[src/rtl/bin2bcd_seg6.sv]
// -----------------------------------------------------------------------------
// bin2bcd_seg6
//
// Sequential binary-to-BCD converter (shift-add-3 / double-dabble) feeding the
// 6-digit multiplexed seven-segment scanner. An unsigned binary value is
// converted into six packed BCD digits, one per scanned position. The digit
// register only changes on the completion cycle, so the scanner may read
// BCD_OUT at any time without ever seeing a partially converted value.
//
// Parameters:
//   BIN_W    width of BIN_IN, legal range 4..20
//   MAX_VAL  largest displayable value; larger inputs are clamped to it
//
// Ports:
//   CLK_50M  in   1      system clock (50 MHz)
//   RST_N    in   1      asynchronous active-low reset
//   START    in   1      conversion request, accepted only while idle
//   BIN_IN   in   BIN_W  unsigned operand, sampled when START is accepted
//   BUSY     out  1      high while a conversion is in flight (state != IDLE)
//   DONE     out  1      one-cycle pulse coinciding with the BCD_OUT/OVF update
//   OVF      out  1      last accepted operand exceeded MAX_VAL
//   BCD_OUT  out  24     packed digits, [3:0] = units ... [23:20] = 10^5
//
// Optional feature (macro LEADING_ZERO_BLANK_EN):
//   When defined, leading zero digits from 10^5 down to 10^1 are replaced by
//   4'hF (the scanner decoder's blank code) as the result is registered. The
//   units digit is never blanked. When undefined all digits stay numeric.
//
// Timing: START accepted at edge N, iterations at edges N+1..N+BIN_W, result
// registered and DONE asserted at edge N+BIN_W+1. BUSY covers BIN_W+1 cycles.
// -----------------------------------------------------------------------------
module bin2bcd_seg6 #(
  parameter int BIN_W   = 20,
  parameter int MAX_VAL = 999999
) (
  input  logic             CLK_50M,
  input  logic             RST_N,
  input  logic             START,
  input  logic [BIN_W-1:0] BIN_IN,
  output logic             BUSY,
  output logic             DONE,
  output logic             OVF,
  output logic [23:0]      BCD_OUT
);

  // Operand field is always 20 bits wide; narrower inputs are left-aligned in
  // it so that exactly BIN_W shifts move every operand bit into the BCD field.
  localparam int OP_W  = 20;
  localparam int BCD_W = 24;
  localparam int SR_W  = BCD_W + OP_W;
  localparam int CNT_W = $clog2(BIN_W + 1);

  localparam logic [OP_W-1:0]  MAX_VAL_C = OP_W'(MAX_VAL);
  localparam logic [CNT_W-1:0] LAST_ITER = CNT_W'(BIN_W - 1);

  typedef enum logic [1:0] {
    ST_IDLE  = 2'd0,
    ST_SHIFT = 2'd1,
    ST_DONE  = 2'd2
  } state_t;

  state_t            state_reg, state_next;
  logic [SR_W-1:0]   shift_reg, shift_next;
  logic [CNT_W-1:0]  cnt_reg, cnt_next;
  logic [BCD_W-1:0]  bcd_reg, bcd_next;
  logic              ovf_reg, ovf_next;
  // Overflow flag of the conversion in flight; only committed to OVF on the
  // completion edge so OVF and BCD_OUT always describe the same operand.
  logic              ovf_pend_reg, ovf_pend_next;
  logic              done_reg, done_next;

  // ---------------------------------------------------------------------------
  // Operand load: zero-extend, clamp against MAX_VAL, left-align.
  // ---------------------------------------------------------------------------
  logic [OP_W-1:0] bin_ext;
  logic            op_over;
  logic [OP_W-1:0] op_sel;
  logic [OP_W-1:0] op_aligned;

  assign bin_ext    = OP_W'(BIN_IN);
  assign op_over    = (bin_ext > MAX_VAL_C);
  assign op_sel     = op_over ? MAX_VAL_C : bin_ext;
  // op_sel never exceeds BIN_W bits (either BIN_IN itself or a clamp value
  // smaller than BIN_IN), so no significant bits are lost by this shift.
  assign op_aligned = op_sel << (OP_W - BIN_W);

  // ---------------------------------------------------------------------------
  // One double-dabble iteration: add 3 to every nibble >= 5, then shift left.
  // The operand MSB (bit OP_W-1) lands in BCD bit 0 via the shift.
  // ---------------------------------------------------------------------------
  logic [BCD_W-1:0] bcd_adj;
  logic [SR_W-1:0]  iter_value;
  logic [SR_W-1:0]  iter_shifted;

  genvar gi;
  generate
    for (gi = 0; gi < 6; gi++) begin : g_adj
      logic [3:0] nib;
      assign nib = shift_reg[OP_W + 4*gi +: 4];
      // A nibble is at most 9 before correction, so the sum tops out at 4'hC.
      assign bcd_adj[4*gi +: 4] = (nib >= 4'd5) ? (nib + 4'd3) : nib;
    end
  endgenerate

  assign iter_value   = {bcd_adj, shift_reg[OP_W-1:0]};
  assign iter_shifted = iter_value << 1;

  // ---------------------------------------------------------------------------
  // Result formatting (optionally blanking leading zeros).
  // ---------------------------------------------------------------------------
  logic [BCD_W-1:0] bcd_result;
  logic [BCD_W-1:0] bcd_display;

  assign bcd_result = shift_reg[SR_W-1:OP_W];

`ifdef LEADING_ZERO_BLANK_EN
  // lead_zero[k] is set when digit k and every digit above it are zero.
  // Index 0 is tied low: the units digit always shows, so 0 reads as "0".
  logic [5:0] lead_zero;

  assign lead_zero[5] = (bcd_result[23:20] == 4'd0);
  assign lead_zero[0] = 1'b0;

  generate
    for (gi = 1; gi < 5; gi++) begin : g_lead
      assign lead_zero[gi] = lead_zero[gi+1] && (bcd_result[4*gi +: 4] == 4'd0);
    end
    for (gi = 0; gi < 6; gi++) begin : g_blank
      assign bcd_display[4*gi +: 4] = lead_zero[gi] ? 4'hF : bcd_result[4*gi +: 4];
    end
  endgenerate
`else
  assign bcd_display = bcd_result;
`endif

  // ---------------------------------------------------------------------------
  // State register
  // ---------------------------------------------------------------------------
  always_ff @(posedge CLK_50M or negedge RST_N) begin
    if (!RST_N) begin
      state_reg    <= ST_IDLE;
      shift_reg    <= '0;
      cnt_reg      <= '0;
      bcd_reg      <= '0;
      ovf_reg      <= 1'b0;
      ovf_pend_reg <= 1'b0;
      done_reg     <= 1'b0;
    end else begin
      state_reg    <= state_next;
      shift_reg    <= shift_next;
      cnt_reg      <= cnt_next;
      bcd_reg      <= bcd_next;
      ovf_reg      <= ovf_next;
      ovf_pend_reg <= ovf_pend_next;
      done_reg     <= done_next;
    end
  end

  // ---------------------------------------------------------------------------
  // Next-state / datapath control
  // ---------------------------------------------------------------------------
  always_comb begin
    state_next    = state_reg;
    shift_next    = shift_reg;
    cnt_next      = cnt_reg;
    bcd_next      = bcd_reg;
    ovf_next      = ovf_reg;
    ovf_pend_next = ovf_pend_reg;
    done_next     = 1'b0;

    unique case (state_reg)
      ST_IDLE: begin
        if (START) begin
          shift_next    = {{BCD_W{1'b0}}, op_aligned};
          ovf_pend_next = op_over;
          cnt_next      = '0;
          state_next    = ST_SHIFT;
        end
      end

      ST_SHIFT: begin
        shift_next = iter_shifted;
        cnt_next   = cnt_reg + 1'b1;
        if (cnt_reg == LAST_ITER) begin
          state_next = ST_DONE;
        end
      end

      ST_DONE: begin
        // START is deliberately not looked at here; the next request can only
        // be accepted from IDLE on the following edge.
        bcd_next   = bcd_display;
        ovf_next   = ovf_pend_reg;
        done_next  = 1'b1;
        state_next = ST_IDLE;
      end

      default: begin
        state_next = ST_IDLE;
      end
    endcase
  end

  assign BUSY    = (state_reg != ST_IDLE);
  assign DONE    = done_reg;
  assign OVF     = ovf_reg;
  assign BCD_OUT = bcd_reg;

endmodule

[config.mk]
export PLATFORM = sky130hd
export DESIGN_NAME = bin2bcd_seg6
export DESIGN_NICKNAME = d
export VERILOG_FILES = /design/src/rtl/bin2bcd_seg6.sv
export SDC_FILE = /design/constraint.sdc
export NUM_CORES = 1
export LEC_CHECK = 0
export ABC_AREA = 1
export CAP_MARGIN = 0
export CORE_MARGIN = 3
export CORE_UTILIZATION = 55
export CTS_BUF_LIST = sky130_fd_sc_hd__clkbuf_4 sky130_fd_sc_hd__clkbuf_8
export DETAILED_ROUTE_END_ITERATION = 6
export PLACE_DENSITY = 0.92
export SLEW_MARGIN = 20
export SYNTH_ARGS = -nofsm -noshare
export SYNTH_HDL_FRONTEND = slang
export SYNTH_SLANG_ARGS = --single-unit
export TNS_END_PERCENT = 20
[constraint.sdc]
create_clock -name CLK_50M -period 1.46 [get_ports CLK_50M]
set_input_delay 0.292 -clock CLK_50M [delete_from_list [all_inputs] [get_ports CLK_50M]]
set_output_delay 0.292 -clock CLK_50M [all_outputs]
set_load 0.005 [all_outputs]
==> impl.org, run 1 <==
** Outcome
- Status :: completed

** Critical path
- The slowest stage of the critical path is the sky130_fd_sc_hd__dfrtp_1 cell.
- Along the worst path, the maximum fanout reaches 4.
- The worst setup path is captured at a flop.
- Type of the worst setup path :: reg2reg
- Walking the worst path, the cells encountered are inv_1 > ha_1 > nor2_2 > nor2_2 > inv_1 > nand2_1 > nand3_1 > o21ai_0.
- Signal arrival time at the worst endpoint :: 1.66 ns
- CP Data Required Time :: 1.70 ns
- Slowest cell delay on critical path :: 0.40 ns
- The critical path contains buffers and inverters numbering 2 combined.
- The kind of cell with the highest combined delay along the critical path is simple AND/OR/NAND/NOR gates.
- STA classifies the critical path startpoint as a flop.

** Timing
- Final slew viol count :: 0
- Between clock sinks in the finished design, the worst skew comes to 0.00746 ns.
- Time the final worst path needs with I/O delays and setup :: 1.42 ns
- The count of endpoints failing hold in the final timing report was 0.
- Setup violations remaining at the end of the flow were counted as 0.
- Headroom to the max-slew limit came out at 81.0%.
- Measured slew at the worst slew-check pin :: 0.282 ns
- Based on the critical path, the design can be clocked at up to 0.703 GHz.
- After layout, the worst path uses 97.4% of the clock period.

** Layout
- Leaving out fill and tap cells, the most frequent cell in the layout is sky130_fd_sc_hd__nand2_1.
- Fraction of final layout cells with drive strength greater than 1 :: 14.0%
- From synthesis to final layout, the design area changed by 26.0%.
- Flip-flop count of the largest register, all copies and words added :: 44
- Antenna Cells :: 0
- Number of nets in the layout :: 551
- In the layout the commonest cells are 116 x sky130_fd_sc_hd__nand2_1, 78 x sky130_fd_sc_hd__dfrtp_1, 59 x sky130_fd_sc_hd__o21ai_0.
- The layout has 453 filler cells.
- Once layout is complete, the cells apart from fillers number 597.

** Route
- Starting DRT DRC Count :: 317
- Detail-routed net length per standard cell :: 14.8 microns
- Final WL :: 8.84 mm
- After detailed routing, the number of remaining DRC violations is 0.
- After detailed routing, the number of vias per cell comes to 5.58.
- Total via count after detailed routing :: 3330
- Pre-antenna DRT Iters :: 5
- Post-route antenna net violation count :: 0

** Pwr
- In this run the static leakage power is 2.37 nW.
- Switching Share :: 40.6%
- Clock power frac :: 17.6%
- In this run the power density over the cells is 2270 mW/mm^2.
- Summed over all nets, the switching power comes to 4.40 mW.
- Per report_power, the sequential group accounts for 35.2% of the total.
- Worst supply voltage drop on vdd :: 908 uV
- Relative contribution of combinational cells to total power :: 47.2%
- Internal power comes to 6.45 mW.
- Power comes to 10.8 mW.

** Floorplanning
- The floorplan step set the die height to 89.0 microns.
- Starting Density :: 58.3%
- Die Outline Area :: 0.00792 sq mm
- The die is 89.0 microns wide.
- The core region is 0.00649 sq mm.
- The initialized floorplan defines 29 standard-cell rows.
- Count of boundary I/O pins :: 50

** Synthesis
- After synthesis the netlist holds a flip-flop and latch count of 78.
- Syn nets :: 482
- Portion of the post-synthesis area used by sequential elements :: 51.6%
- Number of instances in the synthesized netlist :: 446
- Number of warnings printed during yosys synthesis :: 0
- Count of different cell masters after synthesis :: 27
- Post-Syn Area :: 0.00379 sq mm
- Dividing the synthesized area by the synthesized cell count gives 8.49 sq um.

** Clock tree
- Number of buffers created by CTS :: 9
- After clock tree synthesis, the clock-pin slew on the worst setup and hold paths is 0.08 ns.
- CTS placed an instance of sky130_fd_sc_hd__clkbuf_8 at the clock tree root.
- The longest clock path from root to sink contains 2 buffers.
- The clock net in this run drives a total of 78 sinks.
- The clock reaches the later pin of the worst-skew pair after 0.36 ns.
- CTS tree :: yes
- The clock tree synthesis step divided the H-tree into 3 levels.

** Global route
- Entering global routing, the biggest net connects 51 pins.
- Total routing usage reported by global routing :: 22.6%
- First-pass GRT wire length :: 13.8 mm
- Met1 Use GR :: 25.8%
- The number of global-route vias before repair is 3268.
- The total overflow left after global routing is 0.
- The number of antenna violations at the first check in global routing came to 0.
- Most utilized layer in the global route result :: met2
- Met2 Track Usage GR :: 40.8%
- For this run, global-route usage on met3 was measured as 5.62%.

** Placed design
- The congestion estimate from routability-driven global placement came to 0.822.
- The count of buffers added on input and output ports is 49.
- Dpl hpwl :: 5.80 mm
- After detailed placement, the design holds a cell count of 576.

** Hold path
- Type of the tightest min-delay check :: in2async

** Job
- Number of max-capacitance violations reported :: 0
power by group through the flow:
stage / Clock [mW] / Sequential [mW] / Combinational (mW)
5_1_grt: 2.01 / 3.92 / 5.76
6_report: 1.91 / 3.82 / 5.12
3_3_place_gp: 0 / 3.76 / 4.60
3_5_place_dp: 0 / 3.83 / 4.92
2_1_floorplan: 0 / 3.72 / 3.29
4_1_cts: 1.90 / 3.78 / 4.84
cell type report:
type | count | area, sq um | area share [%]
sequential | 78 | 1950 | 40.9
multi-input combinational | 306 | 1580 | 33.0
timing repair buffer | 74 | 733 | 15.4
inverter | 46 | 175 | 3.67
clock buffer | 13 | 173 | 3.62
tap | 77 | 96.3 | 2.02
clock inverter | 3 | 65.1 | 1.36
per-layer routing:
layer	routed length [microns]	up-vias	share of wire (%)
met5	0	-	0
met4	275	0	3.1
met3	529	38	6.0
met2	4560	153	52
met1	3470	1564	39
li1	-	1575	-
path summary, 6_finish.rpt:
kind,startpoint,end,slack [ns],cells past startpoint
max,shift_reg[24],shift_reg[26],0.04,8
min,RST_N,BCD_OUT[14],0.36,2
max reg2reg,shift_reg[24],shift_reg[26],0.04,8
min reg2reg,BCD_OUT[17],BCD_OUT[17],0.48,2
max in group asynchronous,RST_N,shift_reg[20],0.64,3
min in group CLK_50M,BCD_OUT[17],BCD_OUT[17],0.48,2
kinds of logic (layout without fill, tap and decap cells):
| family | after synthesis | count (layout) | synth area share, % |
|---|---|---|---|
| adder cells (fa/ha/maj) | 13 | 13 | 4.30 |
| AND/OR/NAND/NOR | 196 | 196 | 21.6 |
| buffers and inverters | 62 | 136 | 7.53 |
| XOR/XNOR | 6 | 6 | 1.39 |
| AO/OA/AOI/OAI | 91 | 91 | 13.6 |
| flip-flops | 78 | 78 | 51.6 |
metrics by stage:
stage | util [%] | setup TNS (ns) | hold WS, ns | setup slack [ns] | instance area [sq um]
after floorplan | - | 0 | -0.00359 | 0.182 | 3790
after global routing | 73.5 | -0.0469 | 0.374 | -0.0469 | 4770
after CTS | 72.6 | -0.0175 | 0.362 | -0.0175 | 4710
final | 73.5 | 0 | 0.361 | 0.0375 | 4770
after global placement | 69.1 | -1.37 | 0.194 | -0.0900 | 4490
after detailed placement | 69.1 | -2.68 | 0.197 | -0.142 | 4490
synthesized netlist by cell type, drive strengths merged:
cell	instances	area [sq um]
a22oi	8	60.1
o22ai	6	37.5
xor2	6	52.6
o31a	1	8.76
a21oi	5	25.0
inv	46	175
nor2	57	253
nand2	118	458
a22o	1	8.76
o32ai	6	52.6
ha	13	163
nand4	1	6.26
nand3	20	100
buf	12	95.1
dfrtp	78	1950
o21ai	64	324
clkbuf	4	15.0
repair_timing:
| item | 4_1_cts | 5_1_grt |
|---|---|---|
| buffers inserted | 2 | 1 |
| cloned | 0 | 1 |
| setup endpoints to repair | 27 | 16 |
| endpoints found under the hold margin | 19 | 0 |
| hold buffers | 1 | 0 |
| pin swaps | 0 | 3 |
| resized for setup | 27 | 19 |
No activity file was read; power rests on OpenSTA's default activity.
==> run 2, diff against run 1 <==
Settings changed: MAX_ROUTING_LAYER set to met4, SKIP_LAST_GASP set to 1, SLEW_MARGIN 20 to not set.
==> run 2 against run 1 <==
  * The run now ends with setup timing left
  * Critical path type unchanged
  * Global-route usage grew 0.78 points
  * Clock skew shrank 0.0012 ns
  * Die area is the same
  * Sequential power is essentially flat
  * Combinational power grew 3%
  * Utilization grew 0.33 points
  * Fmax shrank 6.7%
  * Design area grew 0.45%
==> impl.org, run 2 (same netlist as run 1, synthesis figures left out) <==
** Outcome
- Status: finished, violations left (was completed).
- Violations in the final reports :: setup timing

** Critical path
- The count of buffering cells on the critical path with inverters included was 2 (unchanged).
- The depth of the worst register-to-register path came to 8 (unchanged).
- Slowest cell delay on critical path :: 0.41 ns (was 0.40 ns)
- The type of origin of the critical path is a flop (unchanged).
- The kind of critical path was reg2reg (unchanged).
- Launch instance of the worst register-to-register path :: shift_reg[24] (unchanged)
- Worst-path cell chain :: inv_1 > ha_1 > nor2_1 > nor2_1 > inv_1 > nand2_1 > nand3_1 > o21ai_0 (was inv_1 > ha_1 > nor2_2 > nor2_2 > inv_1 > nand2_1 > nand3_1 > o21ai_0)
- Slack of the worst reg-to-reg path :: -0.06 ns (was 0.04 ns)
- Largest fanout of any net on the critical path :: 4 (unchanged)
- The arrival time of data at the critical path endpoint is 1.75 ns (was 1.66 ns).
- Crit. End Element :: flop (unchanged)
- The slowest library cell on the worst path is sky130_fd_sc_hd__dfrtp_1 (unchanged).
- The endpoint of the worst-slack reg-to-reg timing path was shift_reg[26] (unchanged).
- CP Data Required Time :: 1.69 ns (was 1.70 ns)
- The gate family responsible for the most delay along the worst path is simple AND/OR/NAND/NOR gates (unchanged).
- The count of cell instances traversed by the critical path was 8 (unchanged).

** Global route
- The pin count of the biggest net entering global routing was 51 (unchanged).
- Total routing usage reported by global routing :: 23.4% (was 22.6%)
- Remaining Overflow, GRT :: 0 (unchanged)
- The number of global-route vias before repair was 3291 (was 3268).
- Antenna violations before repair :: 0 (unchanged)
- The first-pass GRT wire length is 13.9 mm (was 13.8 mm).

** Clock tree
- The clock tree root driver cell is sky130_fd_sc_hd__clkbuf_8 (unchanged).
- Sink count of the clock tree :: 78 (unchanged)
- The total CTS buffers is 9 (unchanged).
- The clock transition at the register clock pins on the worst setup and hold paths after CTS was 0.08 ns (about the same).
- The deepest clock path buffer count came to 2 (unchanged).
- The CTS tree is yes (unchanged).
- Clock latency on the worst-skew pair :: 0.35 ns (was 0.36 ns)
- Maximum level of the CTS H-tree :: 3 (unchanged)

** Layout
- Top library cells by usage in the layout, fill and taps aside: 116 x sky130_fd_sc_hd__nand2_1, 78 x sky130_fd_sc_hd__dfrtp_1, 59 x sky130_fd_sc_hd__o21ai_0 (unchanged).
- Core Util, Final :: 73.8% (was 73.5%)
- Most common library cell in the layout ignoring fill and taps :: sky130_fd_sc_hd__nand2_1 (unchanged)
- Fraction of final layout cells with drive strength greater than 1 :: 12.9% (was 14.0%)
- Register Area :: 0.00195 sq mm (unchanged)
- The area growth from synthesis to layout was 26.6% (was 26.0%).
- Area taken by multi-input logic gates :: 0.00156 sq mm (was 0.00158 sq mm)
- The count of antenna diodes in the layout was 0 (unchanged).
- Filler cell count :: 457 (was 453)
- The number of flip-flops in the largest register was 44 (unchanged).
- The total number of nets in the final design came to 551 (unchanged).
- Number of non-filler instances in the completed layout :: 597 (unchanged)

** Route
- Avg Vias per Cell :: 5.58 (about the same)
- Post-route antenna net violation count :: 0 (unchanged)
- The average wire per cell in the routed design is 15.1 microns (was 14.8 microns).
- The via count is 3333 (was 3330).
- DRC violation count after routing :: 0 (unchanged)
- The sum of routed wire length over all layers is 9.01 mm (was 8.84 mm).
- Starting DRT DRC Count :: 306 (was 317)
- The number of detailed-routing iterations run before antenna repair came to 6 (was 5).

** Hold path
- Type of the tightest min-delay check :: in2async (unchanged)

** Timing
- The final max-slew violation count was 0 (unchanged).
- Final clock period utilization by the worst path :: 104% (was 97.4%)
- Tightest hold margin :: 0.363 ns (was 0.361 ns)
- The count of final setup violators was 24 (was 0).
- Maximum operating frequency :: 0.656 GHz (was 0.703 GHz)
- Worst setup slack after layout :: -0.0645 ns (was 0.0375 ns)
- Setup repair after global routing could not meet its margin everywhere.
- Count of endpoints failing hold in the final timing report :: 0 (unchanged)
- Time the final worst path needs with I/O delays and setup :: 1.52 ns (was 1.42 ns)
- Worst max-slew margin expressed relative to the limit :: 76.7% (was 81.0%)
- Measured slew at the worst slew-check pin :: 0.348 ns (was 0.282 ns)
- The worst clock skew is 0.00626 ns (was 0.00746 ns).

** Placed design
- The placed cell count is 576 (unchanged).
- The routability congestion estimate came to 0.834 (was 0.822).
- Count of buffers inserted at the top-level ports :: 49 (unchanged)
- Worst Setup Slack post-DPL :: -0.142 ns (unchanged)
- The post-DP HPWL came to 5.80 mm (unchanged).

** Floorplanning
- The area of the die came to 0.00792 sq mm (unchanged).
- The x dimension of the die came to 89.0 microns (unchanged).
- Total number of placement rows :: 29 (unchanged)
- Placeable core area :: 0.00649 sq mm (unchanged)
- The starting density of the core came to 58.3% (unchanged).
- The number of I/O pins is 50 (unchanged).
- Vertical extent of the die :: 89.0 microns (unchanged)

** Job
- The number of violations of the max-capacitance limit was 0 (unchanged).

** Pwr
- The total power divided by cell area is 2300 mW/mm^2 (was 2270 mW/mm^2).
- The largest vdd supply drop was 915 uV (was 908 uV).
- Cell leakage power :: 2.35 nW (was 2.37 nW)
- Total power :: 11.0 mW (was 10.8 mW)
-- run 2: layer usage --
metal | GRT usage, % | share of wire [%] | vias to the layer above
met5 | - | 0 | -
met4 | 9.61 | 1.7 | 0
met3 | 5.07 | 5.8 | 21
met2 | 40.8 | 52 | 140
met1 | 26.0 | 40 | 1599
li1 | - | - | 1573
-- run 2: final cells by class --
| cell class | count | share of cell area, % |
|---|---|---|
| flip-flops and latches | 78 | 40.7 |
| multi-input cells | 306 | 32.6 |
| repair buffers | 74 | 16.0 |
| inverters | 46 | 3.66 |
| clock buffers | 13 | 3.60 |
| well taps | 77 | 2.01 |
| clock inverters | 3 | 1.36 |
-- run 2: worst max path at each step --
stage                    end     startpoint  slack [ns]
2_1_floorplan     cnt_reg[1]   state_reg[0]        0.18
3_3_place_gp   shift_reg[10]          START       -0.09
3_5_place_dp    ovf_pend_reg     BIN_IN[19]       -0.14
4_1_cts           BCD_OUT[4]     BCD_OUT[4]       -0.06
5_1_grt        shift_reg[26]  shift_reg[24]       -0.12
6_report       shift_reg[26]  shift_reg[24]       -0.06
-- run 2: timing repair --
action | CTS | global route
hold buffers | 1 | 0
cloned | 0 | 1
hold endpoints to repair | 19 | 0
endpoints found under the setup margin | 27 | 38
pin swaps | 0 | 2
resized for setup | 5 | 13
setup buffers | 2 | 1
-- run 2: power breakdown --
group	total [mW]	switching, mW	internal [mW]	leakage, nW
Clock	1.90	0.781	1.12	0.123
Sequential	3.84	0.663	3.18	0.923
Combinational	5.27	2.98	2.29	1.30
-- run 2: worst register-to-register path, delay by kind of cell (launching register included) --
family | cells | cell delay, ns
and+or+nand+nor | 4 | 0.49
buffers and inverters | 2 | 0.21
adders and majority gates | 1 | 0.22
DFF | 1 | 0.41
AOI/OAI and AO/OA | 1 | 0.09
-- run 2: per-stage QoR --
stage	area [sq um]	setup TNS (ns)
detailed placement	4490	-2.68
finish	4790	-0.745
global placement	4490	-1.37
floorplan	3790	0
CTS	4740	-1.08
global route	4790	-2.06
